--- config.mk ---
export PLATFORM = sky130hd
export DESIGN_NAME = ext_pipe
export DESIGN_NICKNAME = d
export VERILOG_FILES = /design/src/rtl/ext_pkg.sv /design/src/rtl/ext_core.sv /design/src/rtl/ext_pipe.sv
export SDC_FILE = /design/constraint.sdc
export NUM_CORES = 1
export LEC_CHECK = 0
export BUFFER_PORTS_ARGS = -buffer_cell sky130_fd_sc_hd__buf_2
export CAP_MARGIN = 20
export CELL_PAD_IN_SITES_DETAIL_PLACEMENT = 0
export CELL_PAD_IN_SITES_GLOBAL_PLACEMENT = 1
export CORE_ASPECT_RATIO = 1.1
export CORE_MARGIN = 10
export CORE_UTILIZATION = 39
export DETAILED_ROUTE_END_ITERATION = 8
export PLACE_DENSITY = 0.73
export SETUP_SLACK_MARGIN = 0.3
export SKIP_LAST_GASP = 1
export SLEW_MARGIN = 15
export SYNTH_ARGS = -nofsm -noshare
export SYNTH_HDL_FRONTEND = slang
export SYNTH_SLANG_ARGS = --single-unit
--- constraint.sdc ---
create_clock -name clk -period 2.5 [get_ports clk]
set_clock_uncertainty 0.05 [all_clocks]
set_input_delay 0.125 -clock clk [delete_from_list [all_inputs] [get_ports clk]]
set_output_delay 0.125 -clock clk [all_outputs]
set_load 0.01 [all_outputs]
--- src/rtl/ext_pkg.sv ---
// Shared mode codes for the immediate extender.
// The EXT_BRANCH_TGT_EN build option lives in ext_core/ext_pipe; nothing here depends on it.
package ext_pkg;
  localparam int EOP_W = 3;

  localparam logic [EOP_W-1:0] EOP_ZERO  = 3'd0;
  localparam logic [EOP_W-1:0] EOP_SIGN  = 3'd1;
  localparam logic [EOP_W-1:0] EOP_LUI   = 3'd2;
  localparam logic [EOP_W-1:0] EOP_BOFS  = 3'd3;
  localparam logic [EOP_W-1:0] EOP_SHAMT = 3'd4;
endpackage

--- src/rtl/ext_core.sv ---
// Combinational mode decode and extension; returns {err, ext}.
// With EXT_BRANCH_TGT_EN defined, branch-offset mode adds pc + 4 to form a target.
module ext_core
  import ext_pkg::*;
#(
  parameter int IMM_W  = 16,
  parameter int DATA_W = 32
) (
  input  logic [IMM_W-1:0]  imm_i,
  input  logic [EOP_W-1:0]  eop_i,
`ifdef EXT_BRANCH_TGT_EN
  input  logic [DATA_W-1:0] pc_i,
`endif
  output logic [DATA_W:0]   res_o
);

  logic signed [DATA_W-1:0] sext;
  logic signed [DATA_W-1:0] bofs;

  always_comb begin
    sext = {{(DATA_W-IMM_W){imm_i[IMM_W-1]}}, imm_i};
    bofs = {sext[DATA_W-3:0], 2'b00};
    res_o = '0;
    unique case (eop_i)
      EOP_ZERO:  res_o = {1'b0, {(DATA_W-IMM_W){1'b0}}, imm_i};
      EOP_SIGN:  res_o = {1'b0, sext};
      EOP_LUI:   res_o = {1'b0, imm_i, {(DATA_W-IMM_W){1'b0}}};
`ifdef EXT_BRANCH_TGT_EN
      EOP_BOFS:  res_o = {1'b0, pc_i + DATA_W'(4) + bofs};
`else
      EOP_BOFS:  res_o = {1'b0, bofs};
`endif
      EOP_SHAMT: res_o = {1'b0, {(DATA_W-5){1'b0}}, imm_i[10:6]};
      // Undefined codes: zero operand flagged as an error.
      default:   res_o = {1'b1, {DATA_W{1'b0}}};
    endcase
  end

endmodule

--- src/rtl/ext_pipe.sv ---
// Registered immediate extender: one output register plus a one-entry skid buffer.
// Define EXT_BRANCH_TGT_EN to add in_pc and turn branch-offset mode into a target adder.
module ext_pipe
  import ext_pkg::*;
#(
  parameter int IMM_W  = 16,
  parameter int DATA_W = 32
) (
  input  logic              clk,
  input  logic              rst_n,
  input  logic              in_valid,
  output logic              in_ready,
  input  logic [IMM_W-1:0]  in_imm,
  input  logic [EOP_W-1:0]  in_eop,
`ifdef EXT_BRANCH_TGT_EN
  input  logic [DATA_W-1:0] in_pc,
`endif
  output logic              out_valid,
  input  logic              out_ready,
  output logic [DATA_W-1:0] out_ext,
  output logic              out_err
);

  logic [DATA_W:0]   core_res;

  logic              out_vld_q, out_vld_d;
  logic [DATA_W-1:0] out_ext_q, out_ext_d;
  logic              out_err_q, out_err_d;
  logic              skid_vld_q, skid_vld_d;
  logic [DATA_W-1:0] skid_ext_q, skid_ext_d;
  logic              skid_err_q, skid_err_d;

  ext_core #(
    .IMM_W  (IMM_W),
    .DATA_W (DATA_W)
  ) u_core (
    .imm_i (in_imm),
    .eop_i (in_eop),
`ifdef EXT_BRANCH_TGT_EN
    .pc_i  (in_pc),
`endif
    .res_o (core_res)
  );

  always_comb begin
    out_vld_d  = out_vld_q;
    out_ext_d  = out_ext_q;
    out_err_d  = out_err_q;
    skid_vld_d = skid_vld_q;
    skid_ext_d = skid_ext_q;
    skid_err_d = skid_err_q;
    if (!out_vld_q || out_ready) begin
      // Output slot frees up: older skid entry has priority to keep FIFO order.
      if (skid_vld_q) begin
        out_vld_d  = 1'b1;
        out_ext_d  = skid_ext_q;
        out_err_d  = skid_err_q;
        skid_vld_d = 1'b0;
      end else if (in_valid) begin
        out_vld_d = 1'b1;
        out_ext_d = core_res[DATA_W-1:0];
        out_err_d = core_res[DATA_W];
      end else begin
        out_vld_d = 1'b0;
      end
    end else if (in_valid && !skid_vld_q) begin
      skid_vld_d = 1'b1;
      skid_ext_d = core_res[DATA_W-1:0];
      skid_err_d = core_res[DATA_W];
    end
  end

  always_ff @(posedge clk or negedge rst_n) begin
    if (!rst_n) begin
      out_vld_q  <= 1'b0;
      out_ext_q  <= '0;
      out_err_q  <= 1'b0;
      skid_vld_q <= 1'b0;
      skid_ext_q <= '0;
      skid_err_q <= 1'b0;
    end else begin
      out_vld_q  <= out_vld_d;
      out_ext_q  <= out_ext_d;
      out_err_q  <= out_err_d;
      skid_vld_q <= skid_vld_d;
      skid_ext_q <= skid_ext_d;
      skid_err_q <= skid_err_d;
    end
  end

  assign in_ready  = !skid_vld_q;
  assign out_valid = out_vld_q;
  assign out_ext   = out_ext_q;
  assign out_err   = out_err_q;

endmodule
== Word-level counts from Yosys, hierarchy flattened ==
Index checks and enable logic that the tools add are counted.

* Word-level logic and storage cells: 29
* Register bits after elaboration: 68
* Input bits: 23

* Reductions and logical operators: 9
* Bitwise operators: 1
* Muxes and demuxes: 9
* Equal/unequal tests: 4

{| class="wikitable"
|+ Operators with widths
! kind !! count
|-
| 33-bit one-hot mux with 5 select lines || 1
|-
| 32-bit two-way mux || 2
|-
| 3-bit by 2-bit equality test with 1-bit output (second input constant) || 2
|-
| 1-bit two-way mux || 6
|-
| 2-bit AND reduction || 2
|-
| 2-bit nonzero test || 2
|-
| 3-bit by 1-bit equality test with 1-bit output (second input constant) || 1
|-
| 3-bit equality test (second input constant) || 1
|-
| 3-bit logical NOT || 1
|-
| 1-bit logical NOT || 2
|-
| 1-bit logical AND || 1
|-
| 1-bit logical OR || 1
|-
| 1-bit NOT || 1
|}

== Logic depth before layout (Yosys ltp) ==
* Word-level depth: 4
* Depth in mapped cells: 5
* Gate-level depth less buffers: 3

== Hierarchy ==
Synthesis repeated with hierarchy kept, for this count alone.

* Cell total of the unflattened synthesis: 281
* Area, all modules: 3575.9 µm²

{| class="wikitable"
|+ By module, submodules not included
! module !! area an instance (µm²) !! instances !! cells an instance !! seq. area each (µm²)
|-
| ext_pipe || 2984.1 || 1 || 185 || 1701.6
|-
| ext_core || 591.8 || 1 || 96 || 0.0
|}

== Worst setup path after synthesis ==
OpenSTA, ideal clock, no wires.

* Kind: reg2reg
* From: register out_vld_q, in the netlist out_valid
* To: register out_err_q, in the netlist out_err
* Library setup time: 0.125 ns
* Path buffers: 0
* Slack: 1.225 ns
* Arrival time: 1.100 ns
* Cell stages (with the launch flop): 4
* Clock period less this slack: 1.275 ns
* Cells stage by stage: dfrtp_1 > and2b_1 > nor2_1 > mux2_2

* Word-level cells in the longest chain between the ends: 3

{| class="wikitable"
|+ RTL lines
! what !! RTL line !! text
|-
| start, declared || ext_pipe.sv:26 || <nowiki>logic out_vld_q, out_vld_d;</nowiki>
|-
| start signal, assigned || ext_pipe.sv:82 || <nowiki>out_vld_q <= out_vld_d;</nowiki>
|-
| 1-bit logical NOT || ext_pipe.sv:52 || <nowiki>if (!out_vld_q || out_ready) begin</nowiki>
|-
| 1-bit logical OR || ext_pipe.sv:52 ||
|-
| 2-bit AND reduction (no line) || -- ||
|-
| end signal, assigned || ext_pipe.sv:84 || <nowiki>out_err_q <= out_err_d;</nowiki>
|-
| end, declared || ext_pipe.sv:28 || <nowiki>logic out_err_q, out_err_d;</nowiki>
|}

No other way between the ends.
A chain may end at the register's enable or synchronous reset.

== Worst setup path in the final report ==
* From: register skid_vld_q
* To: register skid_ext_q[31]

* Word-level cells in the longest chain between the ends: 3

{| class="wikitable"
|+ RTL lines
! what !! RTL line !! text
|-
| start, declared || ext_pipe.sv:29 || <nowiki>logic skid_vld_q, skid_vld_d;</nowiki>
|-
| start signal, assigned || ext_pipe.sv:85 || <nowiki>skid_vld_q <= skid_vld_d;</nowiki>
|-
| 1-bit logical NOT || ext_pipe.sv:66 || <nowiki>end else if (in_valid && !skid_vld_q) begin</nowiki>
|-
| 1-bit logical AND || ext_pipe.sv:66 ||
|-
| 2-bit AND reduction (no line) || -- ||
|-
| end signal, assigned || ext_pipe.sv:86 || <nowiki>skid_ext_q <= skid_ext_d;</nowiki>
|-
| end, declared || ext_pipe.sv:30 || <nowiki>logic [DATA_W-1:0] skid_ext_q, skid_ext_d;</nowiki>
|}

No other way between the ends.

==> metrics.yaml <==
status: "completed"
synth.net_count: 391
coreArea_mm2: 0.00883
hold_violations: 0
dpl_cell_area_mm2: 0.00389
hp-start: "in_imm[2]"
finalSetupTns_ps: 0
avgSynthCellArea_um2: 9.56
root_buffer: "clkbuf_8"
area_delta_synth_final_pct: 16.6
die_h_um: 120
final_util_pct: 46.5
dpl_worst_slack_ps: 849
yosys_warnings: 0
synth_edf_count: 0
path_max_fanout: 32
die-area_mm2: 0.0132
setup_viol: 0
worst_hold_slack_ps: 88.5
yosysSeqAreaShare_pct: 48.4
synth_area_leaders: "dfrtp_1, o21ai_0, o31ai_1, o211ai_1, nand2_1"
design.portCount: 58
synth_top_area_share_pct: 48.4
antenna_found_initial: 0
gp_congestion: 0.781
ys_types: 30
cap_violations: 0
path_clk_slew_ps: 80
dr.first_iter.drc_count: 158
dp_hpwl_um: 6750
drc: 0
startpoint_type: "flop"
r2r_end: "skid_ext_q[31]"
diodes: 0
finalCriticalPeriod_ps: 1660
cts_setup_buffers: 0
critPathArrivalTime_ps: 1860
period_share_pct: 66.5
min_path_type: "in -> reg"
end_kind: "flop"
io_buffers: 57
rows: 36
clock_latency_ps: 350
wirelength_um: 9510
whs_endpoint: "skid_ext_q[2]"
final_common_cell: "dfrtp_1"
hold_buffers: 1
reg2regPathDepth: 3
ctsResizeCount: 0
cts-buffers-inserted: 9
htreeDepth: 3
syn-cell-area_mm2: 0.00352
groute.usage.overall_pct: 14.5
worst_pin_slew_ps: 603
clkSinkCount: 68
grt_pass1_wl_um: 16100
regToRegSetupSlack_ps: 840
drive_gt1_share_pct: 23.8
die_w_um: 111
vias_per_cell: 5.64
rsz0062_at_grt: "false"
timing.rr.start: "skid_vld_q"
setup_ws_ps: 837
grt_pass1_vias: 3048
ys_ff_latch: 68
ir_drop_mv: 0.314
whs_path_depth: 3
grt_overflow: 0
relSlewSlack_pct: 59.8
clk_path_buf_depth: 2
fin_nets: 434
firstDrtPassIters: 4
start_util_pct: 39.9
synth_top_area_cell: "dfrtp_1"
ant_nets: 0
wl_per_cell_um: 17.9
worstPathRequired_ps: 2690
final_cell_mix: "dfrtp_1, buf_2, o21ai_0"
ys.flop_type: "dfrtp_1"
drv_slew: 0
powerDensity_mw_per_mm2: 696
leakage_nw: 1.79
fmax_mhz: 601
netlist_instances: 368
synth-async-reset-ratio_pct: 100
stdcell_area_mm2: 0.00410
vias: 2987
worstSetupPathType: "reg -> reg"
grt_start_max_net_pins: 46
cts_tree: "built"
cell families after synthesis:
| group | share of synthesized area [%] |
|---|---|
| compound gates | 29.0 |
| simple gates | 16.0 |
| flops | 48.4 |
| buf+inv | 5.73 |
| mux | 0.925 |
state kept, by name, summed over array words and instances, names as in the netlist:
register / count
out_err: 1
out_ext: 32
out_valid: 1
skid_err_q: 1
skid_ext_q: 32
skid_vld_q: 1
worst max path at each step:
stage / start / cells past startpoint / endpoint
2_1_floorplan: out_valid / 3 / out_err
3_3_place_gp: skid_vld_q / 3 / skid_ext_q[15]
3_5_place_dp: skid_vld_q / 3 / skid_ext_q[31]
4_1_cts: skid_vld_q / 3 / skid_ext_q[31]
5_1_grt: skid_vld_q / 3 / skid_ext_q[12]
6_report: skid_vld_q / 3 / skid_ext_q[31]
worst max-delay path, cell delays in order, from the launching register on:
cell and delay, ps:
dfrtp_1 440, nand4bb_2 480, buf_12 300, o41ai_2 280
cell usage after synthesis (all sizes together), types with 3 or more instances:
master and n:
o31ai 22, nor2 5, dfrtp 68, a311oi 11
nand3b 16, a211oi 3, nand2b 4, nor2b 11
nand2 37, a31oi 11, o21ai 66, o211ai 20
and4bb 3, and4b 3, nand3 21, clkbuf 15
a21o 16, buf 25
power breakdown:
group          switching, W  leakage, nW  internal, W
clock network      0.000433       0.0983     0.000486
logic              0.000362        0.788     0.000235
registers         0.0000790        0.899      0.00126
per-stage QoR:
| step | std cells | total power (W) |
|---|---|---|
| floorplan | 368 | 0.00172 |
| global placement | 513 | 0.00196 |
| detailed placement | 513 | 0.00197 |
| CTS | 530 | 0.00290 |
| global route | 530 | 0.00302 |
| finish | 530 | 0.00285 |
per-layer routing:
| metal | vias up | GRT usage (%) | wire length, um | share of wire, % |
|---|---|---|---|---|
| met5 | - | 0 | 0 | 0 |
| met4 | 0 | 4.64 | 156 | 1.6 |
| met3 | 15 | 2.99 | 306 | 3.2 |
| met2 | 54 | 23.3 | 4480 | 47 |
| met1 | 1461 | 19.1 | 4570 | 48 |
| li1 | 1457 | - | - | - |
cell type report:
class	instances	area [um^2]
fillers	884	4730
clock buffers	10	138
repair buffers	72	425
well taps	114	143
inverters	2	7.51
multi-input cells	258	1620
clock inverters	6	63.8
flip-flops and latches	68	1700
No activity file was read; power rests on OpenSTA's default activity.
